==> config.mk <==
export PLATFORM = sky130hd
export DESIGN_NAME = uitpg_mode_ctrl
export DESIGN_NICKNAME = d
export VERILOG_FILES = /design/src/rtl/uitpg_mode_ctrl_pkg.sv /design/src/rtl/uitpg_mode_ctrl_vs_edge.sv /design/src/rtl/uitpg_mode_ctrl.sv
export SDC_FILE = /design/constraint.sdc
export NUM_CORES = 1
export LEC_CHECK = 0
export ABC_CLOCK_PERIOD_IN_PS = 4800
export BUFFER_PORTS_ARGS = -buffer_cell sky130_fd_sc_hd__buf_4
export CAP_MARGIN = 10
export CORE_ASPECT_RATIO = 1.2
export CORE_MARGIN = 2
export CORE_UTILIZATION = 60
export CTS_BUF_LIST = sky130_fd_sc_hd__clkbuf_16
export CTS_CLUSTER_DIAMETER = 60
export CTS_CLUSTER_SIZE = 24
export DETAILED_ROUTE_END_ITERATION = 8
export PLACE_DENSITY = 0.83
export SYNTH_ARGS = -nofsm -noshare
export SYNTH_HDL_FRONTEND = slang
export SYNTH_HIERARCHICAL = 1
export SYNTH_SLANG_ARGS = --single-unit
==> constraint.sdc <==
create_clock -name tpg_clk_i -period 4.8 [get_ports tpg_clk_i]
set_input_delay 0.72 -clock tpg_clk_i [delete_from_list [all_inputs] [get_ports tpg_clk_i]]
set_output_delay 0.72 -clock tpg_clk_i [all_outputs]
set_load 0.01 [all_outputs]
==> src/rtl/uitpg_mode_ctrl_pkg.sv <==
// Shared opcodes, FSM state encoding and the mode-advance helper for the
// uitpg pattern scheduler.
package uitpg_mode_ctrl_pkg;

    localparam int DEF_NUM_MODES = 16;

    localparam logic [1:0] OP_RUN   = 2'd0;
    localparam logic [1:0] OP_PAUSE = 2'd1;
    localparam logic [1:0] OP_STEP  = 2'd2;
    localparam logic [1:0] OP_FORCE = 2'd3;

    typedef enum logic {
        ST_RUN   = 1'b0,
        ST_PAUSE = 1'b1
    } state_t;

    // Next pattern in sequence, wrapping from num_modes-1 back to 0.
    function automatic logic [3:0] next_mode(input logic [3:0] mode, input int num_modes);
        return (int'(mode) == num_modes - 1) ? 4'd0 : mode + 4'd1;
    endfunction

endpackage

==> src/rtl/uitpg_mode_ctrl_vs_edge.sv <==
// VS rising-edge detector: one registered copy of VS, combinational frame-start pulse.
module uitpg_vs_edge (
    input  logic clk,
    input  logic rstn,
    input  logic vs,
    output logic fs
);

    logic vs_reg;

    always_ff @(posedge clk) begin
        if (!rstn) begin
            vs_reg <= 1'b0;
        end else begin
            vs_reg <= vs;
        end
    end

    assign fs = vs & ~vs_reg;

endmodule

==> src/rtl/uitpg_mode_ctrl.sv <==
// Frame-synchronous pattern scheduler: auto-cycles the uitpg mode or obeys host
// RUN/PAUSE/STEP/FORCE commands, applying every change only at frame start.
module uitpg_mode_ctrl
    import uitpg_mode_ctrl_pkg::*;
#(
    parameter int NUM_MODES   = DEF_NUM_MODES,
    parameter int HOLD_FRAMES = 128,
    parameter int FCNT_W      = 16
) (
    input  logic              tpg_clk_i,
    input  logic              tpg_rstn_i,
    input  logic              tpg_vs_i,
    input  logic              cmd_valid_i,
    output logic              cmd_ready_o,
    input  logic [1:0]        cmd_op_i,
    input  logic [3:0]        cmd_mode_i,
    output logic [3:0]        mode_o,
    output logic              mode_stb_o,
    output logic              paused_o,
    output logic              cmd_err_o,
    output logic [FCNT_W-1:0] frame_cnt_o
);

    localparam int HOLD_W = 16;

    logic              fs;
    logic              accept;
    state_t            state_reg;
    logic [3:0]        mode_reg;
    logic              stb_reg;
    logic              err_reg;
    logic              ready_reg;
    logic [FCNT_W-1:0] fcnt_reg;
    logic [HOLD_W-1:0] hold_reg;
    logic [1:0]        pend_op_reg;
    logic [3:0]        pend_mode_reg;
    logic              pend_bad_reg;

    uitpg_vs_edge u_vs_edge (
        .clk  (tpg_clk_i),
        .rstn (tpg_rstn_i),
        .vs   (tpg_vs_i),
        .fs   (fs)
    );

    // The pending slot is occupied exactly while ready is low, so an accept and an
    // execution can never coincide, and a same-cycle accept waits for the next fs.
    assign accept = cmd_valid_i & ready_reg;

    always_ff @(posedge tpg_clk_i) begin
        if (!tpg_rstn_i) begin
            state_reg     <= ST_RUN;
            mode_reg      <= 4'd0;
            stb_reg       <= 1'b0;
            err_reg       <= 1'b0;
            ready_reg     <= 1'b1;
            fcnt_reg      <= '0;
            hold_reg      <= '0;
            pend_op_reg   <= OP_RUN;
            pend_mode_reg <= 4'd0;
            pend_bad_reg  <= 1'b0;
        end else begin
            stb_reg <= 1'b0;
            err_reg <= 1'b0;

            if (accept) begin
                pend_op_reg   <= cmd_op_i;
                pend_mode_reg <= cmd_mode_i;
                pend_bad_reg  <= (int'(cmd_mode_i) >= NUM_MODES);
                ready_reg     <= 1'b0;
            end

            if (fs) begin
                fcnt_reg <= fcnt_reg + FCNT_W'(1);
                if (!ready_reg) begin
                    // A pending command replaces the auto-advance for this frame.
                    ready_reg <= 1'b1;
                    case (pend_op_reg)
                        OP_RUN: begin
                            state_reg <= ST_RUN;
                            hold_reg  <= '0;
                        end
                        OP_PAUSE: begin
                            state_reg <= ST_PAUSE;
                        end
                        OP_STEP: begin
                            mode_reg  <= next_mode(mode_reg, NUM_MODES);
                            stb_reg   <= 1'b1;
                            state_reg <= ST_PAUSE;
                            hold_reg  <= '0;
                        end
                        default: begin
                            if (pend_bad_reg) begin
                                err_reg <= 1'b1;
                            end else begin
                                mode_reg <= pend_mode_reg;
                                stb_reg  <= (pend_mode_reg != mode_reg);
                                hold_reg <= '0;
                            end
                        end
                    endcase
                end else if (state_reg == ST_RUN) begin
                    if (hold_reg == HOLD_W'(HOLD_FRAMES - 1)) begin
                        hold_reg <= '0;
                        mode_reg <= next_mode(mode_reg, NUM_MODES);
                        stb_reg  <= 1'b1;
                    end else begin
                        hold_reg <= hold_reg + HOLD_W'(1);
                    end
                end
            end
        end
    end

    assign cmd_ready_o = ready_reg;
    assign mode_o      = mode_reg;
    assign mode_stb_o  = stb_reg;
    assign paused_o    = (state_reg == ST_PAUSE);
    assign cmd_err_o   = err_reg;
    assign frame_cnt_o = fcnt_reg;

endmodule

==> impl_results.md, run 1 <==
- Vias in the first global route: 1899
- Fin Setup TNS: 0 ps
- Root Driver: clkbuf_16
- Post-synth top cells: 46 x dfxtp_1, 24 x nand2_1, 18 x and2_1
- Final period util: 51.56%
- Clock Path Buffers: 2
- Syn Nets: 284
- CP top delay family: compound AO/OA/AOI/OAI gates
- Core footprint: approximately 3700 sq um
- Worst r2r dst: hold_reg[3]
- Worst Skew: 4.417 ps
- Slowest-stage cell, CP: o21ai_1
- Fin worst setup slack: approximately 2300 ps
- Nets@finish: roughly 310
- IO buf count: 32
- # Max-Cap Violations: 0
- DR DRC count: 0
- Rows: 24
- Worst setup endpoint: hold_reg[3]
- LEAKAGE: 1.146 nW
- Post-route ant nets: 0
- Peak supply drop: 0.2245 mV
- Post-synth EDFFs: 0
- Pin count of the biggest net entering global routing: 37
- Worst skew pair latency: just under 300 ps
- CP Launch Point: cmd_ready_o
- Internal power: 0.6054 mW
- Drt first pass iters: 4
- Power density cells: 286.1 nW/um^2
- Synth Register Bits: 46
- Synth area leaders: dfxtp_1 39%, xor2_1 5.9%, and2_1 4.8%
- I/O pins: 34
- # hold bufs at CTS: 0
- Total net switching power: ~0.18 mW
- Final wirelength: about 4800 um
- Worst Reg2Reg Path Length in Cells: 4
- Die area: 4453 sq um
- Setup crit end kind: flip-flop
- Iter 0 DRT Violations: 105
- Logic gate share of total power: 7.2%
- Top FF cell, synth: dfxtp_1
- Count leader, synth: dfxtp_1
- YS warnings: 6
- Area leader, netlist: dfxtp_1
- Antenna violations before repair: 0
- GRT overflow: 0
- Hold crit path type: flip-flop to flip-flop
- Vias/cell: about 5.9
- Syn Std Cell Area: 2360 sq um
- HPWL Detailed: around 3300 um
- H-tree depth: 2
- Vias: ~2100
- Routability cong.: 0.7639
- RSZ-0062 raised after global routing: no
- Clock sinks: 46
- Die width: approximately 61 um
- Peak fanout along the critical path: 17
- Synth top area share: 39.02%
- Dpl ws: roughly 2300 ps
- CTS Buf Count: 5
- Critical Path Start Type: flip-flop
- Post-synthesis sequential area ratio: 39.02%
- Syn_area_per_cell: 8.871 sq um
- Ys async rst share: 0%
- TritonCTS clock tree: yes
- Slowest stage delay, CP: 850 ps
- R2r startpoint: cmd_ready_o
- F_max: 404.1 MHz
- Instance count on the critical path: 4
- Sequential Power Share: 50.8%
- Pins Over Slew Limit: 0
- Clock slew at reported path FFs: roughly 60 ps
- CP Data Arrival Time: ~2600 ps
- Layout area overhead: 16.91%
- WP buf/inv: 0
- Max-Slew Margin vs Limit: 30.10%
- Status: finished clean
- Final setup fails: 0
- Die height: 72.70 um
- Post-synth cell types: 49
- Minimum clock period: roughly 2500 ps
- Post_cts resized: 0
- Final Hold Fails: 0
- First-pass GRT wire length: 7976 um
- Clock power frac: 42.0%
- Total GRT Usage: a little under a quarter
- Setup Crit Path Kind: flip-flop to flip-flop
- Switching part of the total: 23.31%
- Reg2reg setup slack: 2330 ps
- Worst Path Required: 4930 ps
- Worst-path cell chain: mux2i_4 -> nand2_2 -> o21ai_1 -> nor2_1
- Post-Synthesis Cells: 266
- Filler cell count: 295
- N_diodes: 0
- Setup bufs post-CTS: 0
- Initial core utilization: 63.89%
- Worst-margin pin slew: 1041 ps
- Layout cells sized above 1: 15.15%
- Drt wl/cell: about 14 um
==> layer usage <==
metal  global-route usage [%]  share of wire (%)  up-vias
met5                        0                  0        -
met4                    12.32                2.4        0
met3                    5.496                4.3       11
met2                    37.83                 48       56
met1                    27.84                 45      969
li1                         -                  -     1019
==> power by group through the flow <==
stage / Sequential (mW) / Combinational, mW / Clock [mW]
global route: 0.403 / 0.0630 / 0.350
finish: 0.401 / 0.0567 / 0.331
detailed placement: 0.409 / 0.0562 / 0
CTS: 0.401 / 0.0570 / 0.337
global placement: 0.409 / 0.0547 / 0
floorplan: 0.406 / 0.0418 / 0
==> layout by cell type, fill, tap and decap left out, drive strengths merged, types with 2 or more instances in the layout <==
cell     n
clkinv   2
ha       8
inv      7
nor2    10
nand2   25
clkbuf   5
and4     3
o21ai   14
buf     32
mux2i    5
a21boi  11
and3     4
xor2    16
o311ai   2
nor4     8
and2    18
dfxtp   46
nor3     5
nand4   12
xnor2    7
nand3   15
nor2b    2
or3     11
a21oi   10
or4      2
==> layout make-up <==
type | count | area, sq um | share of cell area, %
timing repair buffer | 32 | 240.2 | 8.707
clock buffer | 5 | 125.1 | 4.535
multi-input combinational | 204 | 1365 | 49.48
tap | 52 | 65.06 | 2.358
sequential | 46 | 920.9 | 33.38
clock inverter | 3 | 16.27 | 0.5896
inverter | 7 | 26.28 | 0.9524
==> through the flow <==
stage / std cells / total power [mW] / instance area (sq um) / utilization, % / hold WS, ps
finish: 349 / 0.7894 / 2759 / 74.70 / 489.1
global route: 349 / 0.8153 / 2759 / 74.70 / 513.0
CTS: 349 / 0.7953 / 2759 / 74.70 / 493.7
detailed placement: 341 / 0.4655 / 2618 / 70.87 / 485.2
global placement: 341 / 0.4638 / 2618 / 70.87 / 474.8
floorplan: 266 / 0.4481 / 2360 / - / 463.8
==> cells by family (layout without fill, tap and decap cells) <==
family | after synthesis | count (layout) | share of synthesized area [%]
AOI/OAI and AO/OA | 46 | 46 | 12.41
xor gates and xnor gates | 23 | 23 | 8.536
adders and majority gates | 8 | 8 | 4.242
buffers and inverters | 16 | 47 | 3.129
DFF | 46 | 46 | 39.02
muxes | 6 | 6 | 3.128
other | 1 | 1 | 0.1589
and+or+nand+nor | 120 | 120 | 29.37
==> tightest hold or removal path, delay by kind of cell, from the launching register on <==
kind | cells | cell delay [ps]
AOI/OAI and AO/OA | 1 | 60
DFF | 1 | 330
and+or+nand+nor | 1 | 50
==> worst min-delay path by stage <==
stage	cells after the start	to	start
after floorplan	2	pend_mode_reg[2]	pend_mode_reg[2]
after global placement	2	hold_reg[15]	hold_reg[15]
after detailed placement	2	pend_mode_reg[0]	pend_mode_reg[0]
after CTS	2	pend_mode_reg[0]	pend_mode_reg[0]
after global routing	2	pend_mode_reg[2]	pend_mode_reg[2]
final	2	pend_mode_reg[0]	pend_mode_reg[0]
No activity file was read; power rests on OpenSTA's default activity.
==> run 2: changes to the inputs <==
- ABC_CLOCK_PERIOD_IN_PS: 4800 -> 2100
- CORE_UTILIZATION: 60 -> 51
- PLACE_DENSITY: 0.83 -> 0.75
- clock period: 4.8 -> 2.1 ns (I/O delays scaled with it)
==> impl_results.md, run 2 (same netlist as run 1, synthesis figures left out) <==
- Status: finished clean
- Initial core utilization: 52.13% (-12 points)
- Hold path depth: 2 (unchanged)
- HPWL Detailed: 3279 um (-1.2%)
- Power density cells: 688.6 nW/um^2 (+140%)
- F_max: 529.5 MHz (+31%)
- N_diodes: 0 (unchanged)
- Total GRT Usage: 19.81% (-3.5 points)
- Final core occ: 62.33% (-12 points)
- Setup Crit Path Kind: flip-flop to flip-flop
- Drt wl/cell: 13.28 um (-3.6%)
- Layout area overhead: 19.57%
- Core footprint: 4527 sq um (+23%)
- Commonest non-fill, non-tap cells in the layout: 46 x dfxtp_1, 36 x buf_4, 24 x nand2_1, 18 x and2_1, 16 x xor2_1
- Final setup fails: 0 (unchanged)
- Die height: 78.52 um (+8.0%)
- I/O pins: 34 (unchanged)
- Hold WS: 245.6 ps (-243.5 ps)
- DR DRC count: 0 (unchanged)
- Layout cells sized above 1: 16.28% (+1.1 points)
- Clock Path Buffers: 2 (unchanged)
- First-pass GRT wire length: 8162 um (+2.3%)
- Post_cts resized: 0 (unchanged)
- Final wirelength: 4768 um (-0.79%)
- Peak supply drop: 0.4592 mV (+100%)
- H-tree depth: 2 (unchanged)
- Worst skew pair latency: 290 ps (about the same)
- Routability cong.: 0.7618 (-0.27%)
- Antenna violations before repair: 0 (unchanged)
- Worst Path Required: 2320 ps (-2610 ps)
- Peak fanout along the critical path: 9 (-8)
- Iter 0 DRT Violations: 64 (-39%)
- Nets@finish: 318 (+1.3%)
- Area of the multi-input gates: 1365 sq um (unchanged)
- Pin count of the biggest net entering global routing: 37 (unchanged)
- Die width: 66.10 um (+7.9%)
- Vias/cell: 5.638 (-4.3%)
- Post-route ant nets: 0 (unchanged)
- IO buf count: 32 (unchanged)
- LEAKAGE: 1.178 nW (+2.8%)
- Fin Setup TNS: 0 ps (unchanged)
- Worst Reg2Reg Path Length in Cells: 6 (+2)
- Root Driver: clkbuf_16
- Worst Skew: 6.301 ps (+1.884 ps)
- Die area: 5189 sq um (+17%)
- Critical Path Start Type: flip-flop
- GRT overflow: 0 (unchanged)
- CP Data Arrival Time: 2100 ps (-500 ps)
- Clock sinks: 46 (unchanged)
- Hold crit path type: input pin to flip-flop
- # hold bufs at CTS: 0 (unchanged)
- Register area: 920.9 sq um (unchanged)
- Setup crit end kind: flip-flop
- Filler cell count: 407 (+38%)
- Vias: 2024 (-1.5%)
- Vias in the first global route: 1908 (+0.47%)
- Pins Over Slew Limit: 0 (unchanged)
- CTS Buf Count: 5 (unchanged)
- RSZ-0062 raised after global routing: no
- Minimum clock period: 1888 ps (-586.4 ps)
- Final period util: 89.93% (+38 points)
- Drt first pass iters: 4 (unchanged)
- Setup bufs post-CTS: 0 (unchanged)
- Clock slew at reported path FFs: 60 ps (about the same)
- # Max-Cap Violations: 0 (unchanged)
- Final Hold Fails: 0 (unchanged)
- TritonCTS clock tree: yes
- Rows: 27 (+13%)
- Commonest non-fill, non-tap cell in the layout: dfxtp_1
==> run 2: cell count changes in the layout (fill, tap and decap cells not counted), sizes merged <==
cell	delta
buf	+4
inv	+1
clkinv	-2
bufinv	+1
==> run 2: where the power goes <==
| group | switching (mW) | leakage, nW | internal [mW] | total, mW |
|---|---|---|---|---|
| clock network | 0.333 | 0.0812 | 0.557 | 0.890 |
| logic | 0.0785 | 0.724 | 0.0635 | 0.142 |
| registers | 0.0201 | 0.373 | 0.891 | 0.911 |
| total | 0.432 | 1.18 | 1.51 | 1.94 |
==> run 2: critical path, stage by stage, from the launching register on <==
cell,delay [ps]
dfxtp_1,400
inv_1,90
ha_1,210
mux2i_4,340
nand4_2,250
or3_1,390
a21oi_1,150
==> run 2: metrics by stage <==
step                instances  setup slack [ps]  power [mW]  instance area, sq um
finish                    359             211.5       1.943                  2821
global route              359             46.34       2.019                  2821
CTS                       359             211.0       1.959                  2821
detailed placement        351             242.5       1.073                  2655
global placement          351             319.3       1.068                  2655
floorplan                 266             366.9       1.024                  2360
==> run 2: routing by layer <==
metal	global-route usage (%)	routed length (um)
met1	22.12	2057
met2	35.30	2468
met4	7.551	72
met5	0	0
met3	5.014	169
==> run 2: worst paths after layout <==
kind,startpoint,end,slack [ps]
min reg2reg,pend_mode_reg[0],pend_mode_reg[0],490
max,pend_op_reg[1],hold_reg[14],210
min,tpg_vs_i,u_vs_edge/vs_reg,250
max reg2reg,pend_op_reg[1],hold_reg[14],210
==> run 2: area by class of cell <==
class | count | share of cell area [%]
Timing Repair Buffer | 36 | 9.579
Tap cell | 58 | 2.572
Clock inverter | 3 | 1.463
Sequential cell | 46 | 32.64
Inverter | 7 | 0.9313
Multi-Input combinational cell | 204 | 48.38
Clock buffer | 5 | 4.435
==> run 3: changes to the inputs <==
- CORE_UTILIZATION: 51 -> 30
- PLACE_DENSITY: 0.75 -> default
==> impl_results.md, run 3 (same netlist as run 1, synthesis figures left out) <==
- Drt wl/cell: 12.78 um (-3.8%)
- RSZ-0062 raised after global routing: no
- Nets@finish: 321 (+0.94%)
- Clock sinks: 46 (unchanged)
- Worst Skew: 9.055 ps (+2.754 ps)
- Post_cts resized: 0 (unchanged)
- Worst-path cell chain: inv_1 -> ha_1 -> mux2i_4 -> nand4_4 -> or4_1 -> a21oi_1
- Setup bufs post-CTS: 0 (unchanged)
- Layout cells sized above 1: 17.43% (+1.2 points)
- Pins Over Slew Limit: 0 (unchanged)
- Status: finished clean
- IO buf count: 32 (unchanged)
- Vias: 2027 (+0.15%)
- Final setup fails: 0 (unchanged)
- Commonest non-fill, non-tap cells in the layout: 46 x dfxtp_1, 39 x buf_4, 24 x nand2_1, 18 x and2_1, 16 x xor2_1
- Fin Setup TNS: 0 ps (unchanged)
- Final period util: 90.48% (+0.55 points)
- Vias in the first global route: 2031 (+6.4%)
- Power density cells: 678.1 nW/um^2 (-1.5%)
- Peak fanout along the critical path: 9 (unchanged)
- Iter 0 DRT Violations: 65 (+1.6%)
- Rows: 35 (+30%)
- Die width: 84.96 um (+29%)
- GRT overflow: 0 (unchanged)
- HPWL Detailed: 3573 um (+9.0%)
- Drt first pass iters: 4 (unchanged)
- Clock slew at reported path FFs: 70 ps (about the same)
- Final Hold Fails: 0 (unchanged)
- Pin count of the biggest net entering global routing: 37 (unchanged)
- Antenna violations before repair: 0 (unchanged)
- First-pass GRT wire length: 8997 um (+10%)
- LEAKAGE: 1.187 nW (+0.74%)
- Post-route cell area: 2890 sq um (+2.4%)
- CTS Buf Count: 5 (unchanged)
- Setup Crit Path Kind: flip-flop to flip-flop
- Filler cell count: 792 (+95%)
- Hold WS: 248.4 ps (+2.759 ps)
- Initial core utilization: 30.79% (-21 points)
- Critical Path Start Type: flip-flop
- Worst Path Required: 2320 ps (about the same)
- Core footprint: 7664 sq um (+69%)
- Final wirelength: 5062 um (+6.2%)
- Root Driver: clkbuf_16
- Hold crit path type: input pin to flip-flop
- Worst skew pair latency: 290 ps (about the same)
- Post-route ant nets: 0 (unchanged)
- Placement Cell Area: 2720 sq um (+2.5%)
- Slowest stage delay, CP: 440 ps (+40 ps)
- Vias/cell: 5.119 (-9.2%)
- # hold bufs at CTS: 0 (unchanged)
- CP Data Arrival Time: 2120 ps (+20 ps)
- Peak supply drop: 0.4502 mV (-2.0%)
- DR DRC count: 0 (unchanged)
- Total GRT Usage: 12.59% (-7.2 points)
- # Max-Cap Violations: 0 (unchanged)
- WP buf/inv: 1 (unchanged)
- Routability cong.: 0.7795 (+2.3%)
- Layout area overhead: 22.48%
- Clock Path Buffers: 2 (unchanged)
- Slowest-stage cell, CP: or4_1
- Die height: 101.2 um (+29%)
- Dpl ws: 218.2 ps (-24.25 ps)
- TritonCTS clock tree: yes
- CP top delay family: simple AND/OR/NAND/NOR gates
- H-tree depth: 2 (unchanged)
- I/O pins: 34 (unchanged)
- Commonest non-fill, non-tap cell in the layout: dfxtp_1
- Fin worst setup slack: 200.0 ps (-11.55 ps)
- Die area: 8594 sq um (+66%)
- Setup crit end kind: flip-flop
- Minimum clock period: 1900 ps (+11.55 ps)
- F_max: 526.3 MHz (-0.61%)
- N_diodes: 0 (unchanged)
run 3: area by class of cell:
type,count,area [sq um],share of cell area (%)
Clock buffer,5,125.1,4.329
Clock inverter,3,45.04,1.558
Inverter,7,26.28,0.9091
Multi-Input combinational cell,204,1365,47.23
Sequential cell,46,920.9,31.86
Tap cell,92,115.1,3.983
Timing Repair Buffer,39,292.8,10.13
run 3: final timing paths:
| kind | to | cells after the start | startpoint | slack (ps) |
|---|---|---|---|---|
| max | hold_reg[15] | 6 | pend_op_reg[1] | 200 |
| min | u_vs_edge/vs_reg | 2 | tpg_vs_i | 250 |
| max reg2reg | hold_reg[15] | 6 | pend_op_reg[1] | 200 |
| min reg2reg | pend_mode_reg[2] | 2 | pend_mode_reg[2] | 490 |
run 3: stage by stage:
| stage | utilization [%] | cells | power (mW) |
|---|---|---|---|
| 3_3_place_gp | 35.49 | 388 | 1.075 |
| 6_report | 37.71 | 396 | 1.960 |
| 4_1_cts | 37.71 | 396 | 1.984 |
| 3_5_place_dp | 35.49 | 388 | 1.076 |
| 2_1_floorplan | - | 266 | 1.024 |
| 5_1_grt | 37.71 | 396 | 2.040 |
run 3: worst register-to-register path, cell delays in order (launching register included):
cell	delay (ps)
dfxtp_1	390
inv_1	80
ha_1	210
mux2i_4	340
nand4_4	210
or4_1	440
a21oi_1	150
run 3: power by group:
| group | switching [mW] | total (mW) | internal [mW] | leakage, nW |
|---|---|---|---|---|
| Sequential | 0.0196 | 0.910 | 0.890 | 0.373 |
| Clock | 0.345 | 0.906 | 0.561 | 0.0760 |
| Combinational | 0.0773 | 0.144 | 0.0664 | 0.738 |
run 3: routing by layer:
layer	vias up	wire length (um)	GRT usage, %
met5	-	0	0
met4	0	107	5.128
met3	11	210	3.097
met2	46	2591	22.90
met1	942	2153	13.99
li1	1028	-	-
